<file path="src/rtl/lms_cmult_sched.sv">
// Adaptive complex-LMS tap sequencer: time-shares one external pipelined complex
// multiplier between the output pass y = x*conj(w) and the gradient pass dw = x*conj(r - y).
module lms_cmult_sched #(
    parameter int          MULT_LAT = 2,
    parameter int          MU_SHIFT = 20,
    parameter logic [15:0] W_INIT_R = 16'h7FFF,
    parameter logic [15:0] W_INIT_I = 16'h0000
) (
    input  logic        clk,
    input  logic        rst,
    input  logic        x_valid,
    input  logic [15:0] xr,
    input  logic [15:0] xi,
    input  logic [15:0] rr,
    input  logic [15:0] ri,
    input  logic        adapt_en,
    input  logic        w_load,
    input  logic [15:0] w_ld_r,
    input  logic [15:0] w_ld_i,
    input  logic        ovr_clr,
    output logic [15:0] m_ar,
    output logic [15:0] m_ai,
    output logic [15:0] m_br,
    output logic [15:0] m_bi,
    input  logic [32:0] m_pr,
    input  logic [32:0] m_pi,
    output logic        ready,
    output logic        y_valid,
    output logic [15:0] yr,
    output logic [15:0] yi,
    output logic [15:0] wr,
    output logic [15:0] wi,
    output logic        overrun
);

    localparam int            CW  = (MULT_LAT < 2) ? 1 : $clog2(MULT_LAT + 1);
    localparam logic [CW-1:0] LAT = CW'(MULT_LAT);

    typedef enum logic [2:0] {
        S_IDLE,
        S_DRV_Y,
        S_WAIT_Y,
        S_DRV_DW,
        S_WAIT_DW
    } state_t;

    state_t        state;
    logic [CW-1:0] cnt;
    logic [15:0]   xr_q, xi_q, rr_q, ri_q;
    logic [15:0]   ec_r, ec_i;
    logic [17:0]   ec_r_raw, ec_i_raw;
    logic [15:0]   neg_wi, dw_r, dw_i;
    logic          drop;

    function automatic logic [15:0] sat16(input logic [17:0] v);
        if (!v[17] && v[16:15] != 2'b00)
            return 16'h7FFF;
        else if (v[17] && v[16:15] != 2'b11)
            return 16'h8000;
        else
            return v[15:0];
    endfunction

    always_comb begin
        // 18-bit difference so the 17-bit operands can never wrap before saturation
        ec_r_raw = {{2{rr_q[15]}}, rr_q} - {m_pr[31], m_pr[31:15]};
        ec_i_raw = {m_pi[31], m_pi[31:15]} - {{2{ri_q[15]}}, ri_q};
        neg_wi   = 16'd0 - wi;
        dw_r     = 16'($signed(m_pr) >>> MU_SHIFT);
        dw_i     = 16'($signed(m_pi) >>> MU_SHIFT);
        drop     = x_valid & ~ready;
    end

    always_ff @(posedge clk or posedge rst) begin
        if (rst) begin
            state   <= S_IDLE;
            cnt     <= '0;
            ready   <= 1'b1;
            y_valid <= 1'b0;
            yr      <= '0;
            yi      <= '0;
            overrun <= 1'b0;
            m_ar    <= '0;
            m_ai    <= '0;
            m_br    <= '0;
            m_bi    <= '0;
            wr      <= W_INIT_R;
            wi      <= W_INIT_I;
            xr_q    <= '0;
            xi_q    <= '0;
            rr_q    <= '0;
            ri_q    <= '0;
            ec_r    <= '0;
            ec_i    <= '0;
        end else begin
            y_valid <= 1'b0;
            if (drop)
                overrun <= 1'b1;
            else if (ovr_clr)
                overrun <= 1'b0;

            case (state)
                S_IDLE: begin
                    if (x_valid) begin
                        xr_q  <= xr;
                        xi_q  <= xi;
                        rr_q  <= rr;
                        ri_q  <= ri;
                        ready <= 1'b0;
                        state <= S_DRV_Y;
                    end else if (w_load) begin
                        wr <= w_ld_r;
                        wi <= w_ld_i;
                    end
                end
                S_DRV_Y: begin
                    m_ar  <= xr_q;
                    m_ai  <= xi_q;
                    m_br  <= wr;
                    m_bi  <= neg_wi;
                    cnt   <= LAT;
                    state <= S_WAIT_Y;
                end
                S_WAIT_Y: begin
                    if (cnt == '0) begin
                        yr      <= m_pr[30:15];
                        yi      <= m_pi[30:15];
                        y_valid <= 1'b1;
                        ec_r    <= sat16(ec_r_raw);
                        ec_i    <= sat16(ec_i_raw);
                        state   <= S_DRV_DW;
                    end else begin
                        cnt <= cnt - CW'(1);
                    end
                end
                S_DRV_DW: begin
                    m_ar  <= xr_q;
                    m_ai  <= xi_q;
                    m_br  <= ec_r;
                    m_bi  <= ec_i;
                    cnt   <= LAT;
                    state <= S_WAIT_DW;
                end
                S_WAIT_DW: begin
                    if (cnt == '0) begin
                        if (adapt_en) begin
                            wr <= wr + dw_r;
                            wi <= wi + dw_i;
                        end
                        if (x_valid) begin
                            xr_q  <= xr;
                            xi_q  <= xi;
                            rr_q  <= rr;
                            ri_q  <= ri;
                            ready <= 1'b0;
                            state <= S_DRV_Y;
                        end else begin
                            state <= S_IDLE;
                        end
                    end else begin
                        // raise ready one cycle early so a sample can land on the update edge
                        if (cnt == CW'(1))
                            ready <= 1'b1;
                        cnt <= cnt - CW'(1);
                    end
                end
                default: begin
                    ready <= 1'b1;
                    state <= S_IDLE;
                end
            endcase
        end
    end

endmodule

</file>
<file path="config.mk">
export PLATFORM = sky130hd
export DESIGN_NAME = lms_cmult_sched
export DESIGN_NICKNAME = d
export VERILOG_FILES = /design/src/rtl/lms_cmult_sched.sv
export SDC_FILE = /design/constraint.sdc
export NUM_CORES = 1
export LEC_CHECK = 0
export ABC_AREA = 0
export CORE_MARGIN = 4
export CORE_UTILIZATION = 52
export CTS_BUF_LIST = sky130_fd_sc_hd__clkbuf_8
export CTS_CLUSTER_SIZE = 20
export DETAILED_ROUTE_END_ITERATION = 8
export PLACE_DENSITY = 0.83
export RECOVER_POWER = 100
export SKIP_LAST_GASP = 1
export SYNTH_ARGS = -nofsm -noshare
export SYNTH_HDL_FRONTEND = slang
export SYNTH_SLANG_ARGS = --single-unit
</file>
<file path="constraint.sdc">
create_clock -name clk -period 9.8 [get_ports clk]
set_clock_uncertainty 0.1 [all_clocks]
set_input_delay 1.96 -clock clk [delete_from_list [all_inputs] [get_ports clk]]
set_output_delay 1.96 -clock clk [all_outputs]
set_load 0.02 [all_outputs]
</file>
# Word-level counts from Yosys, hierarchy flattened
# Cells that the tools add are included.
dict set report word_totals {
  register_bits 232
}
dict set report classes {
  addsub 6
  muxes 43
  reduce_logical 23
  n_bitwise 3
  eq_ne 15
}
# operator count
set ops {}
lappend ops {{$mux 16} 20}
lappend ops {{$pmux 16 s2} 8}
lappend ops {{$add 16x16->16} 2}
lappend ops {{$ne 2x2->1 const B} 9}
lappend ops {{$sub 16x17->18} 1}
lappend ops {{$sub 17x16->18} 1}
lappend ops {{$sub 1x16->16 const A} 1}
lappend ops {{$pmux 3 s5} 1}
lappend ops {{$reduce_bool 2->1} 6}
lappend ops {{$mux 3} 3}
lappend ops {{$mux 1} 8}
lappend ops {{$reduce_and 2->1} 4}
lappend ops {{$eq 3x2->1 const B} 2}
lappend ops {{$reduce_and 5->1} 1}
lappend ops {{$logic_and 1x1->1} 4}
lappend ops {{$pmux 2 s2} 1}
lappend ops {{$reduce_or 2->1} 2}
lappend ops {{$eq 3x1->1 const B} 1}
lappend ops {{$eq 3x3->1 const B} 1}
lappend ops {{$logic_not 3->1} 1}
lappend ops {{$ne 3x3->1 const B} 1}
lappend ops {{$pmux 1 s3} 1}
lappend ops {{$reduce_and 3->1} 1}
lappend ops {{$reduce_or 3->1} 1}
lappend ops {{7 further kinds} 9}

# Longest topological paths before layout
# Gate-level depths: netlist of the first run.
dict set report depth {
  ltp_word 5
  mapped_depth 14
  ltp_nobuf 13
}

# Worst setup path before layout of the first run
# OpenSTA, ideal clock, no wires.
dict set report synth_path {
  kind {input port to flip-flop}
  startpoint {in m_pr[15]}
  endpoint {reg ec_r[2]}
  setup_ns 0.077
  path_buffers 0
  path_slack_ns 5.253
  t_arrival_ns 4.370
  stages 12
  cell_sequence {ha_1 -> inv_1 -> fa_1 -> a211oi_2 -> o21ai_0 -> a31o_2 -> a31oi_4 -> o21ai_0 -> xnor2_1 -> a211oi_4 -> nor2_4 -> a21oi_1}
}
dict set report synth_via {
  elab_chain_cells 5
  elab_cells_between_ends 8
  classes_between {1 x add/sub; 1 x eq/ne; 2 x mux; 4 x reduce/logical}
}
# item line_no
set synth_lines {}
lappend synth_lines {{start, declared} 25} ;# input logic [32:0] m_pr,
lappend synth_lines {{$sub 16x17->18 (*)} 66} ;# ec_r_raw = {{2{rr_q[15]}}, rr_q} - {m_pr[31], m_pr[31:15]};
lappend synth_lines {{$ne 2x2->1} 58} ;# else if (v[17] && v[16:15] != 2'b11)
lappend synth_lines {{$logic_and 1x1->1} 58}
lappend synth_lines {{$mux 16} 58}
lappend synth_lines {{$mux 16 (*)} 56} ;# if (!v[17] && v[16:15] != 2'b00)
lappend synth_lines {{end signal, assigned} 129} ;# ec_r <= sat16(ec_r_raw);
lappend synth_lines {{end, declared} 50} ;# logic [15:0] ec_r, ec_i;
# Mark *: on every way between the ends. The rest lies on a longest branch, timed or not.
# A chain may end at the register's enable or synchronous reset.

# Final worst setup path of the first run
dict set report layout_path {
  startpoint {reg cnt[0]}
  endpoint {reg ec_i[6]}
}
dict set report layout_via {
  elab_chain_cells 2
}
# item line_no
set layout_lines {}
lappend layout_lines {{start, declared} 48} ;# logic [CW-1:0] cnt;
lappend layout_lines {{start signal, assigned} 133} ;# cnt <= cnt - CW'(1);
lappend layout_lines {{start signal, assigned} 164} ;# cnt <= cnt - CW'(1);
lappend layout_lines {{$logic_not 2->1} 125} ;# if (cnt == '0) begin
lappend layout_lines {{$reduce_and 2->1 (no source line)} --}
lappend layout_lines {{end signal, assigned} 130} ;# ec_i <= sat16(ec_i_raw);
lappend layout_lines {{end, declared} 50}
# No other way between the ends.

==> impl_metrics.tcl, run 1 <==
set metrics [dict create \
    whs_ns 0.369 \
    cts.repair.resized 0 \
    synth_top_area_share_pct 42.9 \
    slew_headroom_pct -137 \
    slew_violations 363 \
    antenna_found_initial 2 \
    synthTopCellsByArea "dfrtp_1 (43%), mux2_2 (8.6%), ha_1 (6.6%)" \
    worstSkewPairLatency_ns 0.55 \
    vias 10600 \
    tritoncts.num_buffers 41 \
    dr.pass1.iters 5 \
    synth_edf_count 0 \
    globalRouteOverflowTotal 0 \
    drtIter0Drc 758 \
    initial_core_util_pct 53.2 \
    cp-end-kind "register" \
    synth_seq_cells 232 \
    ctsHoldBuffers 0 \
    avgSynthCellArea_um2 9.83 \
    cts_tree "yes" \
    p_per_area_nw_per_um2 356 \
    place_area_um2 15500 \
    synthTopCellsByCount "dfrtp_1 (216), nand2_1 (189), o21ai_0 (104)" \
    clkTransAtPathRegs_ns 0.07 \
    route.detailed.drc 0 \
    synth_ff_type "dfrtp_1" \
    design.core.area_um2 23700 \
    syn-cell-area_um2 12600 \
    clock-sinks 232 \
    ys_async_sr_fraction_pct 100 \
    rows 56 \
    fin_area_um2 16300 \
    wire_per_inst_um 18.6 \
    chipHeight_um 164 \
    grt_max_degree 97 \
    outcome "complete, but fails checks" \
    power_leakage_uw 0.00745 \
    clock.fmax_ghz 0.148 \
    r2r-start "cnt[0]" \
    dieArea_um2 26800 \
    wirelength_um 35400 \
    vias_per_cell 5.57 \
    place_congestion 0.931 \
    r2r_setup_slack_ns 3.06 \
    grt_pass1_vias 10600 \
    ys_types 79 \
    worstMarginPinSlew_ns 3.56 \
    fin_nets 1790 \
    critPathKind "register to register" \
    fillCellCount 1835 \
    reg2reg_depth 8 \
    maxCapViolCount 5 \
    dp_hpwl_um 25400 \
    crit_required_ns 10.06 \
    syn2layout_area_growth_pct 29.2 \
    ant_nets 0 \
    ctsHtreeMaxLevel 2 \
    synth_cells 1283 \
    failed_checks "max-capacitance violations, max-slew violations" \
    rsz0062_at_grt "no" \
    ios 299 \
    min_period_ns 6.74 \
    ir_drop_uv 176 \
    die_x_um 164 \
    synth_most_common_cell "dfrtp_1" \
    cp.arrival_ns 7.01 \
    final_hold_viol_count 0 \
    track_usage_pct 25.9 \
    clockRootBuffer "clkbuf_8" \
    clock_path_buffers 3 \
    finalCritPeriodShare_pct 68.8 \
    path_max_fanout 75 \
    grt_pass1_wl_um 55700 \
    post-cts-setup-buffers 0 \
    setup_viol 0 \
    worstHoldStart "m_br[14]" \
    worstHoldPathType "register to register" \
    r2r-end "ec_i[6]" \
    hold_end "m_br[14]" \
    finalSetupTns_ns 0 \
    portBuffers 268 \
    synth_nets 1522 \
    holdPathStages 2 \
    yosys_warnings 0 \
    yosysTopAreaCell "dfrtp_1" \
    ys_seq_area_share_pct 46.2 \
    cp-start-kind "register" \
    drive_gt1_share_pct 13.0 \
]
per-layer routing:
metal	global-route usage, %	routed length, um
met1	36.2	15500
met2	41.0	16400
met4	8.46	999
met5	0	0
met3	5.17	2590
critical path: stages, from the launching register on:
cell	delay, ns
dfrtp_1	0.39
inv_1	0.07
ha_1	0.30
nand3b_1	0.12
clkbuf_1	2.51
inv_1	0.94
clkbuf_1	0.71
a21oi_1	1.12
o21ai_0	0.28
logic make-up (layout without fill, tap and decap cells):
family,count (synthesis),after routing,share of synthesized area (%)
and+or+nand+nor,368,368,12.7
AOI/OAI and AO/OA,321,321,15.9
DFF,232,232,46.2
buffers and inverters,118,416,3.84
muxes,114,114,10.0
adders and majority gates,71,71,7.28
xor gates and xnor gates,59,59,4.10
other,0,2,0
registers in the layout, summed over array words and instances (netlist names):
register / count
cnt: 2
ec_i: 16
ec_r: 16
m_ai: 16
m_ar: 16
m_bi: 16
m_br: 16
overrun: 1
ready: 1
ri_q: 16
rr_q: 16
state: 3
wi: 16
wr: 16
xi_q: 16
xr_q: 16
y_valid: 1
yi: 16
yr: 16
final cells by class:
cell class | instances | area [um^2] | area share, %
Antenna cell | 2 | 5.00 | 0.0307
Clock buffer | 49 | 674 | 4.14
Clock inverter | 24 | 113 | 0.691
Inverter | 65 | 245 | 1.50
Multi-Input combinational cell | 933 | 6290 | 38.6
Sequential cell | 232 | 5830 | 35.8
Tap cell | 319 | 399 | 2.45
Timing Repair Buffer | 278 | 2740 | 16.8
per-stage QoR:
step / power, uW / util [%] / std cells / setup slack [ns]
floorplan: 3880 / - / 1283 / 1.41
global placement: 4880 / 65.6 / 1827 / 4.30
detailed placement: 5010 / 65.6 / 1827 / 4.24
CTS: 5910 / 69.0 / 1900 / 4.83
global route: 6230 / 68.8 / 1902 / 2.31
finish: 5800 / 68.8 / 1902 / 3.06
placed cells by master, fill, tap and decap left out, types with 8 or more instances in the layout:
| cell | n |
|---|---|
| mux2i_1 | 18 |
| nand3_1 | 8 |
| o21ai_0 | 110 |
| a21o_1 | 12 |
| ha_1 | 67 |
| a21oi_1 | 100 |
| mux2_2 | 96 |
| a31oi_1 | 17 |
| nor2_1 | 90 |
| nand2_1 | 189 |
| clkdlybuf4s50_1 | 118 |
| dfstp_2 | 16 |
| nor2b_1 | 10 |
| dfrtp_1 | 215 |
| dlygate4sd3_1 | 150 |
| o21a_1 | 8 |
| xor2_1 | 30 |
| inv_1 | 77 |
| nor3_1 | 24 |
| xnor2_1 | 29 |
| clkbuf_8 | 49 |
how the worst max path moves through the flow:
stage                   from       to  slack (ns)  cells after the start
finish                cnt[0]  ec_i[6]        3.06                      8
global route          cnt[0]  ec_i[6]        2.31                      8
CTS                 m_pr[15]  ec_r[1]        4.83                     13
detailed placement  m_pr[15]  ec_r[1]        4.24                     13
global placement    m_pr[15]  ec_r[1]        4.30                     13
floorplan                rst   cnt[0]        1.41                      1
power breakdown:
| group | internal [uW] | total, uW | switching [uW] |
|---|---|---|---|
| Combinational | 1390 | 3140 | 1750 |
| Clock | 456 | 862 | 406 |
| Sequential | 1460 | 1800 | 339 |
| Total | 3310 | 5800 | 2490 |
(Power assumes the default switching activity.)
==> inputs of run 2 (changes only) <==
==> constraint.sdc (replaced) <==
create_clock -name clk -period 6.65 [get_ports clk]
set_clock_uncertainty 0.1 [all_clocks]
set_input_delay 1.33 -clock clk [delete_from_list [all_inputs] [get_ports clk]]
set_output_delay 1.33 -clock clk [all_outputs]
set_load 0.02 [all_outputs]
==> run 2 against run 1 <==
The flow still finishes with violations (max-capacitance violations, max-slew violations). Die area unchanged. Power up 48%. First-iteration DRC count down 11%. Sequential cell count unchanged. Combinational power up 47%. Setup slack worse by 1.6 ns. Critical endpoint unchanged. Critical path depth down 1. Sequential share of layout area down 0.17 points. Maximum frequency up 30%. Non-clock buffer count up 1. Cell area up 0.49%. Register-to-register slack worse by 1.6 ns.
==> impl_metrics.tcl, run 2 (synthesis gave the netlist of run 1 again) <==
set metrics [dict create \
    outcome "complete, but fails checks" \
    failed_checks "max-capacitance violations, max-slew violations" \
    grt_pass1_vias 10700 \
    cp_cell_sequence "clkbuf_1, nor2b_1, nand3b_1, inv_1, clkbuf_1, a21oi_2, o21ai_0" \
    crit_required_ns 6.98 \
    place_congestion 0.912 \
    r2r-start "state[1]" \
    wire_per_inst_um 18.3 \
    design.core.area_um2 23700 \
    cts.repair.resized 0 \
    met2_length_um 15800 \
    worstHoldStart "yi[10]" \
    min_period_ns 5.19 \
    layout_commonest_cell "dfrtp_1" \
    track_usage_pct 25.9 \
    initial_core_util_pct 53.2 \
    r2r-end "ec_i[6]" \
    ant_nets 0 \
    cp.arrival_ns 5.52 \
    clockRootBuffer "clkbuf_8" \
    cp-start-kind "register" \
    r2r_setup_slack_ns 1.46 \
    portBuffers 268 \
    worstMarginPinSlew_ns 3.22 \
    slew_violations 272 \
    power_leakage_uw 0.00748 \
    drtIter0Drc 676 \
    rsz0062_at_grt "no" \
    wl_met1_um 15500 \
    vias 10500 \
    antenna_found_initial 2 \
    final_cell_mix "dfrtp_1 (215), nand2_1 (189), clkdlybuf4s50_1 (135)" \
    hold_end "yi[10]" \
    dp_hpwl_um 25500 \
    syn2layout_area_growth_pct 29.9 \
    power.share.switching_pct 42.4 \
    grt_pass1_wl_um 55700 \
    clkTransAtPathRegs_ns 0.06 \
    power.switching_uw 3650 \
    crit_path_max_incr_delay_ns 2.08 \
    cp-end-kind "register" \
    worstSkewPairLatency_ns 0.54 \
    clock-sinks 232 \
    maxCapViolCount 4 \
    worstHoldPathType "register to register" \
    grt_max_degree 136 \
    finalCritPeriodShare_pct 78.1 \
    ctsHtreeMaxLevel 2 \
    fin_nets 1792 \
    path_max_fanout 54 \
    ctsHoldBuffers 0 \
    critPathLaunch "state[1]" \
    tritoncts.num_buffers 42 \
    pwr-share-comb_pct 53.7 \
    crit_family "buffers and inverters" \
    p_int_uw 4960 \
    globalRouteOverflowTotal 0 \
    finalSetupTns_ns 0 \
    ir_drop_uv 300 \
    slowest_stage "clkbuf_1" \
    drive_gt1_share_pct 13.2 \
    clock_path_buffers 3 \
    chipHeight_um 164 \
    crit_top_cell "clkbuf_1" \
    slew_headroom_pct -115 \
    worst-path-buf-inv 3 \
    p_clk_share_pct 15.6 \
    holdPathStages 2 \
    dr.pass1.iters 6 \
    clock.fmax_ghz 0.193 \
    reg2reg_depth 7 \
    vias_per_cell 5.53 \
    rows 56 \
    cts_tree "yes" \
    top_layer_used "met4" \
    p_seq_share_pct 30.7 \
    wirelength_um 34900 \
    post-cts-setup-buffers 0 \
    dr_wl_met3_um 2540 \
    ios 299 \
    dieArea_um2 26800 \
    p_per_area_nw_per_um2 525 \
    setup_viol 0 \
    die_x_um 164 \
    final_hold_viol_count 0 \
    critPathKind "register to register" \
    power.total_uw 8600 \
    crit_cells 7 \
    route.detailed.drc 0 \
]
## run 2: final cells by class
cell class / count / area, um^2
Fill cell: 1841 / 7310
Multi-Input combinational cell: 933 / 6300
Sequential cell: 232 / 5830
Timing Repair Buffer: 279 / 2760
Clock buffer: 53 / 729
Tap cell: 319 / 399
Inverter: 65 / 245
Clock inverter: 20 / 109
Antenna cell: 2 / 5.00
## run 2: power by group through the flow
stage | clock network, uW | logic [uW] | registers, uW
after detailed placement | 0 | 4700 | 2680
final | 1340 | 4620 | 2640
after floorplan | 0 | 2710 | 3010
after global routing | 1450 | 5070 | 2730
after global placement | 0 | 4560 | 2630
after CTS | 1370 | 4730 | 2660
## run 2: per-layer routing
| layer | track usage, % | up-vias |
|---|---|---|
| met3 | 5.09 | 70 |
| met4 | 9.15 | 0 |
| met1 | 36.8 | 5024 |
| li1 | - | 5030 |
| met5 | 0 | - |
| met2 | 39.7 | 401 |
## run 2: worst max path at each step
stage	endpoint	slack, ns
3_5_place_dp	ec_r[1]	1.72
4_1_cts	ec_r[1]	2.25
6_report	ec_i[6]	1.46
3_3_place_gp	ec_r[1]	1.80
5_1_grt	ec_i[8]	1.11
2_1_floorplan	cnt[0]	2.20
## run 2: tightest hold or removal path: cells and delay by family (launching register included)
kind | cells | cell delay (ns)
and+or+nand+nor | 2 | 0.10
DFF | 1 | 0.33
## run 2: metrics by stage
stage / cells / hold slack [ns] / cell area, um^2 / setup WS (ns) / util [%]
CTS: 1901 / 0.375 / 16400 / 2.25 / 69.2
global route: 1903 / 0.397 / 16400 / 1.11 / 69.2
floorplan: 1283 / 0.346 / 12600 / 2.20 / -
finish: 1903 / 0.368 / 16400 / 1.46 / 69.2
global placement: 1828 / 0.359 / 15600 / 1.80 / 65.7
detailed placement: 1828 / 0.361 / 15600 / 1.72 / 65.7
